===== config.mk =====
export PLATFORM = sky130hd
export DESIGN_NAME = spi_cmd_decoder_flat
export DESIGN_NICKNAME = d
export VERILOG_FILES = /design/src/rtl/spi_regs_pkg.sv /design/src/rtl/spi_cmd_decoder_if.sv /design/src/rtl/spi_sync2.sv /design/src/rtl/spi_cmd_decoder.sv /design/src/flat_wrapper.sv
export SDC_FILE = /design/constraint.sdc
export NUM_CORES = 1
export LEC_CHECK = 0
export BUFFER_PORTS_ARGS = -buffer_cell sky130_fd_sc_hd__buf_4
export CELL_PAD_IN_SITES_DETAIL_PLACEMENT = 1
export CELL_PAD_IN_SITES_GLOBAL_PLACEMENT = 1
export CORE_ASPECT_RATIO = 1.2
export CORE_UTILIZATION = 43
export CTS_BUF_LIST = sky130_fd_sc_hd__clkbuf_8
export DETAILED_ROUTE_END_ITERATION = 7
export GPL_ROUTABILITY_DRIVEN = 0
export PLACE_DENSITY = 0.88
export SYNTH_ARGS = -nofsm -noshare
export SYNTH_HDL_FRONTEND = slang
export SYNTH_SLANG_ARGS = --single-unit

===== constraint.sdc =====
create_clock -name clk -period 1.8 [get_ports clk]
set_input_delay 0.27 -clock clk [delete_from_list [all_inputs] [get_ports clk]]
set_output_delay 0.27 -clock clk [all_outputs]
set_load 0.05 [all_outputs]

===== src/rtl/spi_regs_pkg.sv =====
// Shared definitions for the SPI register-access path: decoder state encoding,
// command byte field positions and the default device ID.
package spi_regs_pkg;

   typedef enum logic [1:0] {
      StIdle,
      StCmd,
      StRdCap,
      StData
   } state_e;

   localparam int unsigned CMD_RW_BIT = 7;
   localparam int unsigned CMD_AI_BIT = 6;

   localparam logic [7:0] DEV_ID_DEFAULT = 8'hA5;

endpackage


===== src/rtl/spi_cmd_decoder_if.sv =====
// Byte-level link from spi_bridge plus the peripheral register bus, as seen by
// the command decoder (master) and by its environment (slave).
interface spi_cmd_decoder_if #(
   parameter int unsigned ADDR_W = 6
) ();

   logic              cs_n;
   logic              byte_sync;
   logic [7:0]        data_in;
   logic [7:0]        data_out;
   logic [ADDR_W-1:0] reg_addr;
   logic [7:0]        reg_wdata;
   logic              reg_we;
   logic              reg_re;
   logic [7:0]        reg_rdata;
   logic              err_flag;
   logic              err_clr;

   modport master (
      input  cs_n, byte_sync, data_in, reg_rdata, err_clr,
      output data_out, reg_addr, reg_wdata, reg_we, reg_re, err_flag
   );

   modport slave (
      output cs_n, byte_sync, data_in, reg_rdata, err_clr,
      input  data_out, reg_addr, reg_wdata, reg_we, reg_re, err_flag
   );

endinterface


===== src/rtl/spi_sync2.sv =====
// Two-flop synchronizer for a single asynchronous pad input.
module spi_sync2 #(
   parameter logic ResetVal = 1'b0
) (
   input  logic clk,
   input  logic rst_n,
   input  logic d_i,
   output logic q_o
);

   logic meta_q;
   logic sync_q;

   always_ff @(posedge clk or negedge rst_n) begin
      if (!rst_n) begin
         meta_q <= ResetVal;
         sync_q <= ResetVal;
      end else begin
         meta_q <= d_i;
         sync_q <= meta_q;
      end
   end

   assign q_o = sync_q;

endmodule


===== src/rtl/spi_cmd_decoder.sv =====
// Turns SPI frames (command byte + data bytes) into register-bus read/write strobes
// and supplies the next MISO byte to spi_bridge.
module spi_cmd_decoder
   import spi_regs_pkg::*;
#(
   parameter int unsigned ADDR_W   = 6,
   parameter int unsigned NUM_REGS = 64,
   parameter logic [7:0]  DEV_ID   = DEV_ID_DEFAULT
) (
   input  logic              clk,
   input  logic              rst_n,
   spi_cmd_decoder_if.master bus_io
);

   logic cs_s;

   // Resets to "selected" so a frame already in progress at reset release is not armed.
   spi_sync2 #(
      .ResetVal(1'b0)
   ) u_cs_sync (
      .clk  (clk),
      .rst_n(rst_n),
      .d_i  (bus_io.cs_n),
      .q_o  (cs_s)
   );

   function automatic logic in_range(input logic [ADDR_W-1:0] a);
      return 32'(a) < NUM_REGS;
   endfunction

   state_e            state_q, state_d;
   logic              rw_q, rw_d;
   logic              ai_q, ai_d;
   logic              armed_q, armed_d;
   logic [ADDR_W-1:0] addr_q, addr_d;
   logic [ADDR_W-1:0] reg_addr_q, reg_addr_d;
   logic [7:0]        reg_wdata_q, reg_wdata_d;
   logic              reg_we_q, reg_we_d;
   logic              reg_re_q, reg_re_d;
   logic [7:0]        data_out_q, data_out_d;
   logic              err_q, err_d;
   logic [ADDR_W-1:0] cmd_addr;
   logic [ADDR_W-1:0] addr_nxt;

   assign cmd_addr = bus_io.data_in[ADDR_W-1:0];
   assign addr_nxt = ai_q ? addr_q + 1'b1 : addr_q;

   always_comb begin
      state_d     = state_q;
      rw_d        = rw_q;
      ai_d        = ai_q;
      armed_d     = armed_q | cs_s;
      addr_d      = addr_q;
      reg_addr_d  = reg_addr_q;
      reg_wdata_d = reg_wdata_q;
      reg_we_d    = 1'b0;
      reg_re_d    = 1'b0;
      data_out_d  = data_out_q;
      err_d       = err_q & ~bus_io.err_clr;

      case (state_q)
         StIdle: begin
            if (armed_q && !cs_s && bus_io.byte_sync) begin
               rw_d    = bus_io.data_in[CMD_RW_BIT];
               ai_d    = bus_io.data_in[CMD_AI_BIT];
               addr_d  = cmd_addr;
               state_d = StCmd;
               // Read strobe is registered so it is high for exactly the CMD cycle.
               if (!bus_io.data_in[CMD_RW_BIT]) begin
                  reg_re_d   = 1'b1;
                  reg_addr_d = cmd_addr;
                  if (!in_range(cmd_addr)) err_d = 1'b1;
               end
            end
         end

         StCmd: begin
            if (cs_s)      state_d = StIdle;
            else if (rw_q) state_d = StData;
            else           state_d = StRdCap;
         end

         StRdCap: begin
            if (cs_s) begin
               state_d = StIdle;
            end else begin
               data_out_d = in_range(addr_q) ? bus_io.reg_rdata : 8'h00;
               state_d    = StData;
            end
         end

         StData: begin
            if (bus_io.byte_sync) begin
               if (rw_q) begin
                  if (in_range(addr_q)) begin
                     reg_we_d    = 1'b1;
                     reg_wdata_d = bus_io.data_in;
                     reg_addr_d  = addr_q;
                  end else begin
                     err_d = 1'b1;
                  end
               end
               addr_d = addr_nxt;
               // A byte completing as chip select rises still commits, but starts no prefetch.
               if (cs_s) begin
                  state_d = StIdle;
               end else if (!rw_q) begin
                  state_d    = StCmd;
                  reg_re_d   = 1'b1;
                  reg_addr_d = addr_nxt;
                  if (!in_range(addr_nxt)) err_d = 1'b1;
               end
            end else if (cs_s) begin
               state_d = StIdle;
            end
         end

         default: state_d = StIdle;
      endcase

      if (cs_s) data_out_d = DEV_ID;
   end

   always_ff @(posedge clk or negedge rst_n) begin
      if (!rst_n) begin
         state_q     <= StIdle;
         rw_q        <= 1'b0;
         ai_q        <= 1'b0;
         armed_q     <= 1'b0;
         addr_q      <= '0;
         reg_addr_q  <= '0;
         reg_wdata_q <= 8'h00;
         reg_we_q    <= 1'b0;
         reg_re_q    <= 1'b0;
         data_out_q  <= DEV_ID;
         err_q       <= 1'b0;
      end else begin
         state_q     <= state_d;
         rw_q        <= rw_d;
         ai_q        <= ai_d;
         armed_q     <= armed_d;
         addr_q      <= addr_d;
         reg_addr_q  <= reg_addr_d;
         reg_wdata_q <= reg_wdata_d;
         reg_we_q    <= reg_we_d;
         reg_re_q    <= reg_re_d;
         data_out_q  <= data_out_d;
         err_q       <= err_d;
      end
   end

   assign bus_io.data_out  = data_out_q;
   assign bus_io.reg_addr  = reg_addr_q;
   assign bus_io.reg_wdata = reg_wdata_q;
   assign bus_io.reg_we    = reg_we_q;
   assign bus_io.reg_re    = reg_re_q;
   assign bus_io.err_flag  = err_q;

endmodule


===== src/flat_wrapper.sv =====
// flat-port wrapper written by rule: the top's interface ports become plain ports
module spi_cmd_decoder_flat import spi_regs_pkg::*;
#(
   parameter int unsigned ADDR_W   = 6,
   parameter int unsigned NUM_REGS = 64,
   parameter logic [7:0]  DEV_ID   = DEV_ID_DEFAULT
)
  (clk, rst_n, bus_io_cs_n, bus_io_byte_sync, bus_io_data_in, bus_io_reg_rdata, bus_io_err_clr, bus_io_data_out, bus_io_reg_addr, bus_io_reg_wdata, bus_io_reg_we, bus_io_reg_re, bus_io_err_flag);
  spi_cmd_decoder_if #(.ADDR_W(ADDR_W)) bus_io_i ();
  input  logic clk;
  input  logic rst_n;
  input wire logic [$bits(bus_io_i.cs_n)-1:0] bus_io_cs_n;
  input wire logic [$bits(bus_io_i.byte_sync)-1:0] bus_io_byte_sync;
  input wire logic [$bits(bus_io_i.data_in)-1:0] bus_io_data_in;
  input wire logic [$bits(bus_io_i.reg_rdata)-1:0] bus_io_reg_rdata;
  input wire logic [$bits(bus_io_i.err_clr)-1:0] bus_io_err_clr;
  output wire logic [$bits(bus_io_i.data_out)-1:0] bus_io_data_out;
  output wire logic [$bits(bus_io_i.reg_addr)-1:0] bus_io_reg_addr;
  output wire logic [$bits(bus_io_i.reg_wdata)-1:0] bus_io_reg_wdata;
  output wire logic [$bits(bus_io_i.reg_we)-1:0] bus_io_reg_we;
  output wire logic [$bits(bus_io_i.reg_re)-1:0] bus_io_reg_re;
  output wire logic [$bits(bus_io_i.err_flag)-1:0] bus_io_err_flag;
  assign bus_io_i.cs_n = bus_io_cs_n;
  assign bus_io_i.byte_sync = bus_io_byte_sync;
  assign bus_io_i.data_in = bus_io_data_in;
  assign bus_io_i.reg_rdata = bus_io_reg_rdata;
  assign bus_io_i.err_clr = bus_io_err_clr;
  assign bus_io_data_out = bus_io_i.data_out;
  assign bus_io_reg_addr = bus_io_i.reg_addr;
  assign bus_io_reg_wdata = bus_io_i.reg_wdata;
  assign bus_io_reg_we = bus_io_i.reg_we;
  assign bus_io_reg_re = bus_io_i.reg_re;
  assign bus_io_err_flag = bus_io_i.err_flag;
  spi_cmd_decoder #(.ADDR_W(ADDR_W), .NUM_REGS(NUM_REGS), .DEV_ID(DEV_ID)) u_core (.clk(clk), .rst_n(rst_n), .bus_io(bus_io_i));
endmodule

* Word level (Yosys, flattened, before mapping) *
Index checks and enable logic that the tools add are counted.

word-level totals
  register bits = 38
  logic and storage cells = 67
  output and inout port bits = 25
  input port bits = 21

cells by class
  equality and inequality tests = 8
  multiplexer cells = 31
  bitwise logic cells = 3
  $add $sub $neg = 1
  reductions and logical operators = 11

operator list
  operator             count
  $mux 6               9
  $pmux 6 s2           2
  $mux 8               2
  $mux 2               7
  $mux 1               9
  $reduce_and 3->1     3
  $pmux 2 s4           1
  $add 6x1->6 const B  1
  $ne 3x3->1 const B   2
  $eq 2x2->1 const B   2
  $ne 2x2->1 const B   2
  $reduce_and 4->1     1
  $reduce_bool 2->1    2
  $eq 2x1->1 const B   1
  $logic_and 1x1->1    2
  $logic_not 2->1      1
  $ne 2x1->1 const B   1
  $pmux 1 s2           1
  $reduce_and 2->1     1
  $and 1x1->1          1
  $logic_not 1->1      1
  $not 1->1            1
  $or 1x1->1           1

* Depth between registers and ports, before layout *
  depth after elaboration = 6
  mapped depth = 7
  gate-level depth less buffers = 6

* Cells and area by module *
Synthesis repeated with hierarchy kept, for this count alone.

unflattened totals
  cells, all modules = 183
  area, all modules = 1979.4 um2

by module, submodules not included
  module           sequential area each (um2)  cells an instance  area each (um2)  instances
  spi_cmd_decoder  905.9                       181                1929.4           1
  spi_sync2        50.0                        2                  50.0             1

* Least setup slack after synthesis *
No wires, ideal clock.

  path kind = flip-flop to flip-flop
  from = register u_core.state_q[0]
  to = register u_core.addr_q[0]
  path slack = 134 ps
  library setup time = 130 ps
  cell stages (with the launch flop) = 8
  buffers on the path = 1
  data arrival time = 1535 ps
  period minus slack after synthesis = 1666 ps
  data required time = 1670 ps
  cells stage by stage = dfrtp_1 inv_1 ha_1 nand3b_2 and2_0 buf_2 a22oi_1 o21ai_0

between the ends
  cells in the longest elaborated chain, start to end = 3

ends and longest elaborated chain
  element                                               RTL line                source
  start: declaration                                    spi_cmd_decoder.sv:31   state_e state_q, state_d;
  start signal: assignment                              spi_cmd_decoder.sv:126  state_q <= StIdle;
  start signal: assignment                              spi_cmd_decoder.sv:138  state_q <= state_d;
  $eq 2x2->1 / $logic_not 2->1 (equally long branches)  spi_cmd_decoder.sv:61   case (state_q)
  $ne 2x2->1 (no line) (tied with other cells)          n/a
  $reduce_and 3->1 (no line)                            n/a
  end signal: assignment                                spi_cmd_decoder.sv:142  addr_q <= addr_d;
  end: declaration                                      spi_cmd_decoder.sv:35   logic [ADDR_W-1:0] addr_q, addr_d;

Several ways; a longest one is shown, not always the timed one.
A chain may end at the register's enable or synchronous reset.

* Worst setup path in the final report *
  from = register u_core.state_q[0]
  to = register u_core.reg_addr_q[4] (netlist: u_core.bus_io.reg_addr[4])

between the ends
  cells in the longest elaborated chain, start to end = 3

ends and longest elaborated chain
  element                                               RTL line                source
  $eq 2x2->1 / $logic_not 2->1 (equally long branches)  spi_cmd_decoder.sv:61
  $ne 2x2->1 (no line) (tied with other cells)          n/a
  $reduce_and 4->1 (no line)                            n/a
  end signal: assignment                                spi_cmd_decoder.sv:143  reg_addr_q <= reg_addr_d;
  end: declaration                                      spi_cmd_decoder.sv:36   logic [ADDR_W-1:0] reg_addr_q, reg_addr_d;

Several ways; a longest one is shown, not always the timed one.

==> reports/summary.txt <==
Core ar. -> 4330 um^2
final wirelength -> 5880 um
worst skew pair latency -> 0.29 ns
DR vias/cell -> 5.79
Crit. End Element -> flip-flop
Synth top area share -> 0.430
clock buffer depth -> 2
# diodes -> 0
total grt overflow -> 0
DRT iter0 DRCs -> 71
max-cap violation count -> 0
gr usage total -> 0.264
Final min period -> 1.74 ns
Design Area, Final -> 2590 um^2
Sw Ratio -> 0.459
Initial Utilization -> 0.457
syn nets -> 211
Synth cell types -> 45
CTS Root Cell -> clkbuf_8
Post-Syn Instances -> 184
global-route wire length before repair -> 9690 um
Logic pwr share -> 0.507
H-tree depth -> 2
Async SR Flop Fraction -> 1.00
Final period util -> 0.964
Largest stage delay, worst path -> 0.46 ns
outcome -> finished clean
ratio of cells with drive above 1 in the final layout -> 0.406
Reg clk slew, reported paths -> 0.08 ns
routed len/inst -> 19.9 um
DRT Pass-1 Iters -> 4
Max Freq -> 576 MHz
Critical Path, Cell by Cell -> ha_2, nand3b_4, a22oi_2, buf_4, o21ai_0, o22ai_1
Hold Path Class -> input port to flip-flop
Worst slew margin -> 0.670
sequential element share of the synthesized area -> 0.483
switching power -> 2.06 mW
Top FF cell, synth -> dfrtp_1
Avg Cell Area, Syn -> 10.8 um^2
area leader, netlist -> dfrtp_1
CTS tree -> built
Critical Path AT -> 1.95 ns
placed inst area -> 2420 um^2
Clk pwr share -> 0.163
Fin. Hold Viols -> 0
Max VDD drop -> 1.32 mV
Startpoint Class -> flip-flop
Req. time, crit path -> 2.02 ns
CP max-delay cell -> dfrtp_1
routed vias -> 1709
largest net degree at the start of global routing -> 39
vias in the first global route -> 1874
synth warn -> 0
port bufs -> 45
Die Area -> 4880 um^2
worst-path fanout max -> 7
Site Rows -> 26
DRC Markers -> 0
Max Clock Skew -> 0.00511 ns
Top-Level Pins -> 46
reg-to-reg setup timing slack -> 0.06 ns
sequential share of power -> 0.330
number of synthesized register bits -> 38
die width -> 63.9 um
CP Class -> flip-flop to flip-flop
Die Ht -> 76.3 um
Setup violations, final -> 0
Worst Max-Slew Pin Slew -> 0.494 ns
Cell Int Power -> 2.43 mW
post-route setup TNS -> 0 ns
post-route ant nets -> 0
Clock Sinks -> 38
Area growth, synth to finish -> 31.0%
max-slew violation count -> 0
Pleak -> 1.17 nW
Post-Syn Area -> 1980 um^2
antenna violations before repair -> 0
Util after Layout -> 0.599
layout net count -> 265
EDFF count, synth -> 0
Pwr Density -> 1730 nW/um^2
post-detail-place hpwl -> 4030 um
Area contributors post-synth -> dfrtp_1, mux2_2, mux2i_1
total CTS buffers -> 5
RSZ-0062 raised after global routing -> yes
-- cell type report --
cell class | count | area (um^2)
Clock inverter | 3 | 45.0
Tap cell | 56 | 70.1
Sequential cell | 38 | 956
Timing Repair Buffer | 60 | 453
Fill cell | 470 | 1740
Multi-Input combinational cell | 122 | 956
Inverter | 11 | 42.5
Clock buffer | 5 | 68.8
-- logic make-up after synthesis --
group                    Yosys count  share of synthesized area
buffers and inverters             24                     0.0538
flip-flops                        38                      0.483
AND/OR/NAND/NOR                   39                      0.114
AO/OA/AOI/OAI                     55                      0.193
adder cells (fa/ha/maj)            6                     0.0379
multiplexers                      22                      0.118
-- worst max-delay path: cells and delay by family, from the launching register on --
| family | cells | cell delay (ns) |
|---|---|---|
| compound gates | 3 | 0.53 |
| fa+ha+maj | 1 | 0.35 |
| buf+inv | 1 | 0.20 |
| flops | 1 | 0.46 |
| simple gates | 1 | 0.13 |
-- final timing paths --
kind | to | from | depth (start not counted)
max in group asynchronous | u_core.bus_io.data_out[5]$_DFFE_PN1P_ | rst_n | 2
worst min-delay path | u_core.u_cs_sync.meta_q$_DFF_PN0_ | bus_io_cs_n | 1
min in group asynchronous | u_core.bus_io.err_flag$_DFF_PN0_ | rst_n | 2
worst min register to register | u_core.u_cs_sync.q_o$_DFF_PN0_ | u_core.u_cs_sync.meta_q$_DFF_PN0_ | 0
worst max-delay path | u_core.bus_io.reg_addr[4]$_DFFE_PN0P_ | u_core.state_q[0]$_DFFE_PN0P_ | 6
worst max register to register | u_core.bus_io.reg_addr[4]$_DFFE_PN0P_ | u_core.state_q[0]$_DFFE_PN0P_ | 6
-- synth_stat cells (2+ instances only) --
| library cell | instances |
|---|---|
| a211oi_1 | 3 |
| a21oi_1 | 9 |
| a221oi_1 | 4 |
| a22oi_1 | 5 |
| a311oi_1 | 2 |
| buf_2 | 7 |
| buf_4 | 2 |
| clkbuf_1 | 4 |
| dfrtp_1 | 34 |
| dfstp_2 | 4 |
| ha_1 | 6 |
| inv_1 | 10 |
| mux2_2 | 11 |
| mux2i_1 | 11 |
| nand2_1 | 11 |
| nand2b_1 | 3 |
| nor2_1 | 11 |
| nor2b_1 | 3 |
| o21a_1 | 2 |
| o21ai_0 | 12 |
| o22ai_1 | 5 |
| o41ai_1 | 2 |
-- power groups by stage --
stage	combinational (mW)	clock [mW]	sequential, mW
after floorplan	0.917	0	2.00
after global placement	2.06	0	1.44
after detailed placement	2.14	0	1.48
after CTS	2.22	0.741	1.47
after global routing	2.42	0.774	1.53
final	2.28	0.732	1.48
-- metrics by stage --
step,power (mW),std cells,hold slack [ns],setup slack [ns]
6_report,4.49,295,0.0781,0.0646
5_1_grt,4.72,295,0.0702,-0.0212
4_1_cts,4.44,294,0.0738,0.0164
3_5_place_dp,3.62,285,0.268,-0.106
3_3_place_gp,3.50,285,0.269,0.0346
2_1_floorplan,2.92,184,-0.0256,0.134
-- per-layer routing --
metal  vias to the layer above  track usage  routed length [um]
li1                        777            -                   -
met1                       874        0.336                2500
met2                        45        0.430                3040
met3                        13       0.0389                 168
met4                         0        0.136                 176
met5                         -            0                   0
-- layout by cell type (no fill, tap or decap), types with 2 or more instances in the layout --
cell,Yosys,final
clkinvlp_4,0,2
nor2b_1,3,3
mux2i_1,11,11
buf_4,2,59
clkbuf_8,0,5
inv_1,10,9
dfstp_2,4,4
a22oi_1,5,5
nand2b_1,3,3
nor2_1,11,10
a21oi_1,9,9
nand2_1,11,11
dfrtp_1,34,34
a211oi_1,3,3
o41ai_1,2,2
mux2_2,11,11
o22ai_1,5,5
a221oi_1,4,4
ha_1,6,3
ha_2,0,2
a311oi_1,2,2
o21a_1,2,2
o21ai_0,12,12
-- repair_timing --
action / CTS / global route
gates resized for setup: 9 / 3
setup endpoints to repair: 13 / 18
endpoints found under the hold margin: 34 / 0
pin swaps: 1 / 1
hold buffers: 1 / 0
buffers inserted: 0 / 1
-- registers in the layout, indices dropped and copies added, names as in the netlist, 2 cells and up --
name / cells
u_core.bus_io.data_out: 8
u_core.bus_io.reg_wdata: 8
u_core.addr_q: 6
u_core.bus_io.reg_addr: 6
u_core.state_q: 2
(Power assumes the default switching activity.)
